### src/rtl/alu_op_issuer_if.sv
// alu_op_issuer_if
//   Command and result handshake bundle between an initiator and the ALU
//   op issuer.
//   cmd_*  : command channel (valid/ready), operands, opcode, tag
//   res_*  : result channel (valid/ready), captured ALU outputs, dz flag, tag
//   master : the side that issues commands and consumes results
//   slave  : the issuer itself
interface alu_op_issuer_if;
  logic       cmd_valid;
  logic       cmd_ready;
  logic [3:0] cmd_a;
  logic [3:0] cmd_b;
  logic [1:0] cmd_op;
  logic [3:0] cmd_tag;

  logic       res_valid;
  logic       res_ready;
  logic [7:0] res_data;
  logic [3:0] res_rem;
  logic       res_carry;
  logic       res_ovf;
  logic       res_dz;
  logic [3:0] res_tag;

  modport master (
    output cmd_valid, cmd_a, cmd_b, cmd_op, cmd_tag, res_ready,
    input  cmd_ready, res_valid, res_data, res_rem, res_carry, res_ovf,
           res_dz, res_tag
  );

  modport slave (
    input  cmd_valid, cmd_a, cmd_b, cmd_op, cmd_tag, res_ready,
    output cmd_ready, res_valid, res_data, res_rem, res_carry, res_ovf,
           res_dz, res_tag
  );
endinterface

### src/rtl/alu_op_issuer.sv
// alu_op_issuer
//   Initiator-side driver for the combinational 4-bit ALU (add/sub/mul/div).
//   Takes one command at a time, drives the ALU inputs from registers, waits
//   SETTLE_CYCLES edges, captures the ALU outputs and returns them on the
//   result channel. Keeps saturating counts of completed ops and of
//   divide-by-zero ops.
//
//   Parameters
//     SETTLE_CYCLES : edges from driving ALU inputs to capture (>= 1)
//     CNT_W         : width of the op / divide-by-zero counters
//
//   Ports
//     i_clk, i_rst     : clock, synchronous active-high reset
//     bus (slave)      : command and result handshakes
//     o_alu_a/b        : ALU operands
//     o_alu_opcode     : ALU opcode (00 add, 01 sub, 10 mul, 11 div)
//     o_alu_sel        : ALU select, tied to 0
//     i_alu_result     : ALU result
//     i_alu_carry      : ALU carry flag
//     i_alu_overflow   : ALU overflow flag
//     i_alu_remainder  : ALU remainder
//     o_busy           : FSM not idle
//     o_op_count       : completed results, saturating
//     o_dz_count       : completed divide-by-zero results, saturating
//
//   state  | meaning
//   -------+------------------------------------------------------------
//   IDLE   | cmd_ready high, ALU inputs hold the last issued command
//   WAIT   | ALU inputs driven, settle counter running toward capture
//   DONE   | result captured, res_valid high until the consumer takes it
module alu_op_issuer #(
  parameter int SETTLE_CYCLES = 1,
  parameter int CNT_W         = 8
) (
  input  logic              i_clk,
  input  logic              i_rst,
  alu_op_issuer_if.slave    bus,
  output logic [3:0]        o_alu_a,
  output logic [3:0]        o_alu_b,
  output logic [1:0]        o_alu_opcode,
  output logic              o_alu_sel,
  input  logic [7:0]        i_alu_result,
  input  logic              i_alu_carry,
  input  logic              i_alu_overflow,
  input  logic [3:0]        i_alu_remainder,
  output logic              o_busy,
  output logic [CNT_W-1:0]  o_op_count,
  output logic [CNT_W-1:0]  o_dz_count
);

  // Settle counter only has to reach SETTLE_CYCLES-1.
  localparam int SW = (SETTLE_CYCLES > 1) ? $clog2(SETTLE_CYCLES) : 1;

  typedef enum logic [1:0] {
    S_IDLE = 2'd0,
    S_WAIT = 2'd1,
    S_DONE = 2'd2
  } state_t;

  state_t           r_state;
  state_t           w_state_nxt;

  logic             w_accept;
  logic             w_capture;
  logic             w_release;
  logic             w_cmd_ready;
  logic             w_res_valid;
  logic             w_settled;

  logic [SW-1:0]    r_settle;
  logic [3:0]       r_alu_a;
  logic [3:0]       r_alu_b;
  logic [1:0]       r_alu_op;
  logic [3:0]       r_tag;
  logic             r_dz;

  logic [7:0]       r_res_data;
  logic [3:0]       r_res_rem;
  logic             r_res_carry;
  logic             r_res_ovf;
  logic             r_res_dz;
  logic [3:0]       r_res_tag;

  logic [CNT_W-1:0] r_op_count;
  logic [CNT_W-1:0] r_dz_count;

  assign w_settled = (r_settle == SW'(SETTLE_CYCLES - 1));

  // ---------------- FSM ----------------
  always_ff @(posedge i_clk) begin
    if (i_rst) begin
      r_state <= S_IDLE;
    end else begin
      r_state <= w_state_nxt;
    end
  end

  always_comb begin
    w_state_nxt = r_state;
    w_accept    = 1'b0;
    w_capture   = 1'b0;
    w_release   = 1'b0;
    w_cmd_ready = 1'b0;
    w_res_valid = 1'b0;
    case (r_state)
      S_IDLE: begin
        w_cmd_ready = 1'b1;
        if (bus.cmd_valid) begin
          w_accept    = 1'b1;
          w_state_nxt = S_WAIT;
        end
      end
      S_WAIT: begin
        if (w_settled) begin
          w_capture   = 1'b1;
          w_state_nxt = S_DONE;
        end
      end
      S_DONE: begin
        w_res_valid = 1'b1;
        if (bus.res_ready) begin
          w_release   = 1'b1;
          w_state_nxt = S_IDLE;
        end
      end
      default: begin
        w_state_nxt = S_IDLE;
      end
    endcase
  end

  // ---------------- command latch / ALU drive ----------------
  always_ff @(posedge i_clk) begin
    if (i_rst) begin
      r_alu_a  <= 4'd0;
      r_alu_b  <= 4'd0;
      r_alu_op <= 2'd0;
      r_tag    <= 4'd0;
      r_dz     <= 1'b0;
    end else if (w_accept) begin
      r_alu_a  <= bus.cmd_a;
      r_alu_b  <= bus.cmd_b;
      r_alu_op <= bus.cmd_op;
      r_tag    <= bus.cmd_tag;
      // dz comes from the command itself, not from the ALU flags.
      r_dz     <= (bus.cmd_op == 2'b11) && (bus.cmd_b == 4'd0);
    end
  end

  always_ff @(posedge i_clk) begin
    if (i_rst) begin
      r_settle <= '0;
    end else if (w_accept) begin
      r_settle <= '0;
    end else if (r_state == S_WAIT) begin
      r_settle <= r_settle + SW'(1);
    end
  end

  // ---------------- result register ----------------
  // Fields stay put after the handshake; only res_valid (state) drops.
  always_ff @(posedge i_clk) begin
    if (i_rst) begin
      r_res_data  <= 8'd0;
      r_res_rem   <= 4'd0;
      r_res_carry <= 1'b0;
      r_res_ovf   <= 1'b0;
      r_res_dz    <= 1'b0;
      r_res_tag   <= 4'd0;
    end else if (w_capture) begin
      r_res_data  <= i_alu_result;
      r_res_rem   <= i_alu_remainder;
      r_res_carry <= i_alu_carry;
      r_res_ovf   <= i_alu_overflow;
      r_res_dz    <= r_dz;
      r_res_tag   <= r_tag;
    end
  end

  // ---------------- saturating status counters ----------------
  always_ff @(posedge i_clk) begin
    if (i_rst) begin
      r_op_count <= '0;
      r_dz_count <= '0;
    end else if (w_release) begin
      if (r_op_count != '1) begin
        r_op_count <= r_op_count + CNT_W'(1);
      end
      if (r_res_dz && (r_dz_count != '1)) begin
        r_dz_count <= r_dz_count + CNT_W'(1);
      end
    end
  end

  // ---------------- outputs ----------------
  assign bus.cmd_ready = w_cmd_ready;
  assign bus.res_valid = w_res_valid;
  assign bus.res_data  = r_res_data;
  assign bus.res_rem   = r_res_rem;
  assign bus.res_carry = r_res_carry;
  assign bus.res_ovf   = r_res_ovf;
  assign bus.res_dz    = r_res_dz;
  assign bus.res_tag   = r_res_tag;

  assign o_alu_a      = r_alu_a;
  assign o_alu_b      = r_alu_b;
  assign o_alu_opcode = r_alu_op;
  assign o_alu_sel    = 1'b0;
  assign o_busy       = (r_state != S_IDLE);
  assign o_op_count   = r_op_count;
  assign o_dz_count   = r_dz_count;

endmodule

### src/flat_wrapper.sv
// flat-port wrapper written by rule: the top's interface ports become plain ports
module alu_op_issuer_flat 
#(
  parameter int SETTLE_CYCLES = 1,
  parameter int CNT_W         = 8
)
  (i_clk, i_rst, o_alu_a, o_alu_b, o_alu_opcode, o_alu_sel, i_alu_result, i_alu_carry, i_alu_overflow, i_alu_remainder, o_busy, o_op_count, o_dz_count, bus_cmd_valid, bus_cmd_a, bus_cmd_b, bus_cmd_op, bus_cmd_tag, bus_res_ready, bus_cmd_ready, bus_res_valid, bus_res_data, bus_res_rem, bus_res_carry, bus_res_ovf, bus_res_dz, bus_res_tag);
  alu_op_issuer_if bus_i ();
  input  logic i_clk;
  input  logic i_rst;
  output logic [3:0] o_alu_a;
  output logic [3:0] o_alu_b;
  output logic [1:0] o_alu_opcode;
  output logic o_alu_sel;
  input  logic [7:0] i_alu_result;
  input  logic i_alu_carry;
  input  logic i_alu_overflow;
  input  logic [3:0] i_alu_remainder;
  output logic o_busy;
  output logic [CNT_W-1:0] o_op_count;
  output logic [CNT_W-1:0] o_dz_count;
  input wire logic [$bits(bus_i.cmd_valid)-1:0] bus_cmd_valid;
  input wire logic [$bits(bus_i.cmd_a)-1:0] bus_cmd_a;
  input wire logic [$bits(bus_i.cmd_b)-1:0] bus_cmd_b;
  input wire logic [$bits(bus_i.cmd_op)-1:0] bus_cmd_op;
  input wire logic [$bits(bus_i.cmd_tag)-1:0] bus_cmd_tag;
  input wire logic [$bits(bus_i.res_ready)-1:0] bus_res_ready;
  output wire logic [$bits(bus_i.cmd_ready)-1:0] bus_cmd_ready;
  output wire logic [$bits(bus_i.res_valid)-1:0] bus_res_valid;
  output wire logic [$bits(bus_i.res_data)-1:0] bus_res_data;
  output wire logic [$bits(bus_i.res_rem)-1:0] bus_res_rem;
  output wire logic [$bits(bus_i.res_carry)-1:0] bus_res_carry;
  output wire logic [$bits(bus_i.res_ovf)-1:0] bus_res_ovf;
  output wire logic [$bits(bus_i.res_dz)-1:0] bus_res_dz;
  output wire logic [$bits(bus_i.res_tag)-1:0] bus_res_tag;
  assign bus_i.cmd_valid = bus_cmd_valid;
  assign bus_i.cmd_a = bus_cmd_a;
  assign bus_i.cmd_b = bus_cmd_b;
  assign bus_i.cmd_op = bus_cmd_op;
  assign bus_i.cmd_tag = bus_cmd_tag;
  assign bus_i.res_ready = bus_res_ready;
  assign bus_cmd_ready = bus_i.cmd_ready;
  assign bus_res_valid = bus_i.res_valid;
  assign bus_res_data = bus_i.res_data;
  assign bus_res_rem = bus_i.res_rem;
  assign bus_res_carry = bus_i.res_carry;
  assign bus_res_ovf = bus_i.res_ovf;
  assign bus_res_dz = bus_i.res_dz;
  assign bus_res_tag = bus_i.res_tag;
  alu_op_issuer #(.SETTLE_CYCLES(SETTLE_CYCLES), .CNT_W(CNT_W)) u_core (.i_clk(i_clk), .i_rst(i_rst), .bus(bus_i), .o_alu_a(o_alu_a), .o_alu_b(o_alu_b), .o_alu_opcode(o_alu_opcode), .o_alu_sel(o_alu_sel), .i_alu_result(i_alu_result), .i_alu_carry(i_alu_carry), .i_alu_overflow(i_alu_overflow), .i_alu_remainder(i_alu_remainder), .o_busy(o_busy), .o_op_count(o_op_count), .o_dz_count(o_dz_count));
endmodule
### config.mk
export PLATFORM = sky130hd
export DESIGN_NAME = alu_op_issuer_flat
export DESIGN_NICKNAME = d
export VERILOG_FILES = /design/src/rtl/alu_op_issuer_if.sv /design/src/rtl/alu_op_issuer.sv /design/src/flat_wrapper.sv
export SDC_FILE = /design/constraint.sdc
export NUM_CORES = 1
export LEC_CHECK = 0
export BUFFER_PORTS_ARGS = -buffer_cell sky130_fd_sc_hd__buf_2
export CAP_MARGIN = 20
export CORE_MARGIN = 1
export CORE_UTILIZATION = 25
export DETAILED_ROUTE_END_ITERATION = 6
export PLACE_DENSITY = 0.56
export SYNTH_ARGS = -nofsm -noshare
export SYNTH_HDL_FRONTEND = slang
export SYNTH_SLANG_ARGS = --single-unit
### constraint.sdc
create_clock -name i_clk -period 2.3 [get_ports i_clk]
set_clock_uncertainty 0.1 [all_clocks]
set_input_delay 0.23 -clock i_clk [delete_from_list [all_inputs] [get_ports i_clk]]
set_output_delay 0.23 -clock i_clk [all_outputs]
set_load 0.01 [all_outputs]
# Word level (Yosys, flattened, before mapping)
# Index checks and enable logic that the tools add are counted.
# totals
ff_bits	53
inputBits	32
output_inout_bits	49
elab_cells	47
# classes
n_addsub	3
n_eq_ne	8
n_mux	12
n_reduce_logical	9
# op_table
cell	count
8-bit by 1-bit adder with 8-bit output (second input constant)	2
8-bit inequality test (second input constant)	2
1-bit 2-to-1 mux	8
2-bit 2-to-1 mux	3
2-bit inequality test (second input constant)	3
2-bit case mux with 3 select lines	1
2-bit equality test (second input constant)	2
4-bit logical NOT	1
2-bit AND reduction	2
3-bit AND reduction	1
2-bit by 1-bit equality test with 1-bit output (second input constant)	1
1-bit logical AND	2
2-bit logical NOT	1
2-bit nonzero test	1
2-bit OR reduction	1
1-bit adder (second input constant)	1

# Depth between registers and ports, before layout
# depth
word_depth	3
depth_mapped	6
ltp_nobuf	5

# Worst setup path after synthesis
# No wires, ideal clock.
# synth_timing
path_type	register -> register
start	register u_core.r_op_count[0] (netlist: u_core.o_op_count[0])
end	register u_core.r_op_count[4] (netlist: u_core.o_op_count[4])
setup_time_ns	0.116
arrival_ns	1.370
t_required_ns	2.084
setup_slack_ns	0.714
stages_incl_launch_ff	6
path_buffers	0
period_less_slack_ns	1.586
cell_sequence	dfxtp_1 ha_1 nand2_1 a211oi_1 a21oi_1 a31o_2
# synth_between
elab_chain_len	2
word_cells_on_any_way	3
classes_between	add/sub: 1; eq/ne: 1; reduce/logical: 1
# synth_lines
element	line	rtl
start: declaration	alu_op_issuer.sv:84	logic [CNT_W-1:0] r_op_count;
start signal: assignment	alu_op_issuer.sv:187	r_op_count <= r_op_count + CNT_W'(1);
parallel branches: the longest is 2 deep, another holds 8-bit by 1-bit adder with 8-bit output	--	
# Parallel ways; which one is timed is not known.
# A chain may end at the register's enable or synchronous reset.

# Worst setup path after layout
# Ends and elaborated chain as after synthesis.

==> results.toml <==
[status]
outcome = "finished, final reports clean"

[timing]
worstMarginPinSlew_ps = 558
min_period_ps = 1690
max_freq_mhz = 593
setup_viol = 0
period_share_pct = 73.4
rsz0062_at_grt = "no"
hold_viol = 0
slew_headroom_pct = 62.8
timing.hold.ws_ps = 54.7
tns_ps = 0
slew_violations = 0

[worst_setup_path]
cp-start-kind = "flip-flop"
end_kind = "flip-flop"
crit_family = "compound AO/OA/AOI/OAI gates"
path_cells = "ha_1 > nand2_1 > a211oi_1 > a21oi_1 > a31o_2"
worstPathMaxFanout = 5
cp.arrival_ps = 1790
crit_required_ps = 2400
path_buf_inv = 0
critical_path_class = "reg -> reg"
slowest_delay_ps = 400
critPathSlowestCell = "dfxtp_1"

[global_route]
grt_pass1_vias = 1663
antenna_found_initial = 1
grt_pass1_wl_mm = 8.27
grtUsageTotal_pct = 12.1
grt_max_degree = 34
overflow = 0

[cts]
ctsRootBufferMaster = "clkbuf_8"
cts.reportedPaths.clkPinSlew_ps = 100
cts_made_buffers = 5
htree_levels = 2
cts_tree = "built"
cts.sinks = 53
cts_buffer_depth = 2
cts-resized-gates = 0
insertion_delay_ps = 300
post_cts_buffers = 0
hold_buffers = 0

[placement]
placed_area_um2 = 2570
port_buffers = 79
place_inst = 426
dpl.hpwl_mm = 3.55
place.gp.congestion = 0.741

[finish]
fin_util_pct = 32.7
multi_input_comb_area_um2 = 958
nets = 362
final_cell_area_um2 = 2670
diodes = 0
fillerInstances = 880
fin_cells = 434
seq_area_um2 = 1060
area_growth_pct = 27.3
final_layout_size_suffix_gt1_share_pct = 28.9

[route]
dr.first_iter.drc_count = 71
wl_mm = 5.13
wl_per_cell_um = 11.8
ant_nets = 0
vias = 1971
remaining_drc_errors = 0
dr.pass1.iters = 5
vias_per_cell = 4.54

[synthesis]
yosys_most_used_dff = "dfxtp_1"
syn_inst = 255
avgSynthCellArea_um2 = 8.23
ys_seq_area_share_pct = 50.6
synth_top_cell_area_share_pct = 50.6
syn-cell-area_um2 = 2100
ys_ff_latch = 53
synth_cell_types = 37
synth-edff-count = 0
ys_warn_count = 0
yosysTopAreaCell = "dfxtp_1"
ys_async_sr_fraction_pct = 0
ys_top_cells_by_area = "dfxtp_1 (51%), nand2_1 (13%), a21oi_1 (11%)"
syn_nets = 289

[flow_run]
drv_cap = 0

[min_path]
hp-class = "in -> reg"

[die]
die_w_um = 93.6
pin_count = 81
die_area_um2 = 8760
rows = 33
die_h_um = 93.6
start_util_pct = 25.7
core_um2 = 8180

[power_and_ir_drop]
power.leakage_nw = 1.15
vdd_ir_drop_max_mv = 0.231
pwr_density_cell_nw_per_um2 = 651
-- through the flow --
| step | worst slack [ps] | power, W |
|---|---|---|
| after CTS | 558 | 0.00178 |
| after detailed placement | 591 | 0.00119 |
| after floorplan | 714 | 0.00110 |
| final | 613 | 0.00174 |
| after global placement | 618 | 0.00118 |
| after global routing | 456 | 0.00184 |
-- synthesized netlist by cell type, types with 2 or more instances --
cell type  count
o31ai_1        3
nor3_1         4
or3_1          2
nand3_1        7
xor2_1         2
or4_1          3
nand2b_1       2
clkbuf_1      10
o21ai_0        4
inv_1          2
nor4_1         2
dfxtp_1       53
nand4b_1       2
nand2_1       73
ha_1           2
a211oi_1       2
a21oi_1       45
and2_1         2
nor2_1        11
and4_1         3
mux2i_1        3
buf_2          3
-- final cells by class --
| cell class | instances | area share, % |
|---|---|---|
| sequential | 53 | 39.7 |
| multi-input combinational | 185 | 35.9 |
| timing repair buffer | 81 | 15.4 |
| tap | 105 | 4.92 |
| clock buffer | 7 | 3.61 |
| inverter | 2 | 0.281 |
| clock inverter | 1 | 0.187 |
-- flip-flops by register name, summed over array words and instances, names as in the netlist --
register,count
u_core.bus.res_carry,1
u_core.o_alu_a,4
u_core.r_settle,1
u_core.bus.res_tag,4
u_core.o_alu_b,4
u_core.o_op_count,8
u_core.bus.res_dz,1
u_core.r_tag,4
u_core.o_dz_count,8
u_core.r_state,2
u_core.bus.res_data,8
u_core.bus.res_rem,4
u_core.o_alu_opcode,2
u_core.r_dz,1
u_core.bus.res_ovf,1
-- worst min-delay path, stage by stage --
cell	delay, ps
buf_2	90
nand2_1	40
a21oi_1	50
-- path summary, 6_finish.rpt --
kind                               start                     end  slack, ps  cells past startpoint
hold reg to reg   u_core.bus.res_data[4]  u_core.bus.res_data[4]        360                      2
setup / recovery    u_core.o_op_count[0]    u_core.o_op_count[4]        610                      5
setup reg to reg    u_core.o_op_count[0]    u_core.o_op_count[4]        610                      5
hold / removal           i_alu_result[7]  u_core.bus.res_data[7]         50                      3
-- layer usage --
layer  wire length [um]  vias up  global-route usage (%)
met3                306        4                    3.66
met5                 13        -                       0
met2               2250       51                    17.6
met4                 25        2                    3.08
met1               2530      898                    17.1
li1                   -     1016                       -
-- logic make-up after synthesis --
| logic type | Yosys count | synth area share (%) |
|---|---|---|
| xor gates and xnor gates | 3 | 1.25 |
| other | 1 | 0.179 |
| muxes | 3 | 1.43 |
| DFF | 53 | 50.6 |
| and+or+nand+nor | 117 | 25.7 |
| buffers and inverters | 17 | 3.76 |
| AOI/OAI and AO/OA | 59 | 15.9 |
| adders and majority gates | 2 | 1.19 |
-- layout by cell type (no fill, tap or decap), types with 2 or more instances in the layout --
master	netlist	routed
buf_2	3	79
nand2_1	73	73
dfxtp_1	53	53
a21oi_1	45	45
nor2_1	11	11
nand3_1	7	7
clkbuf_8	0	7
o21ai_0	4	4
nor3_1	4	4
o31ai_1	3	3
or4_1	3	3
and4_1	3	3
mux2i_1	3	3
inv_1	2	2
and2_1	2	2
nand2b_1	2	2
nand4b_1	2	2
or3_1	2	2
xor2_1	2	2
nor4_1	2	2
a211oi_1	2	2
ha_1	2	2
buf_4	1	2
-- power breakdown --
| part | internal (W) | switching (W) |
|---|---|---|
| sequential | 0.000953 | 0.0000194 |
| clock | 0.000273 | 0.000304 |
| combinational | 0.0000740 | 0.000115 |
(Power assumes the default switching activity.)
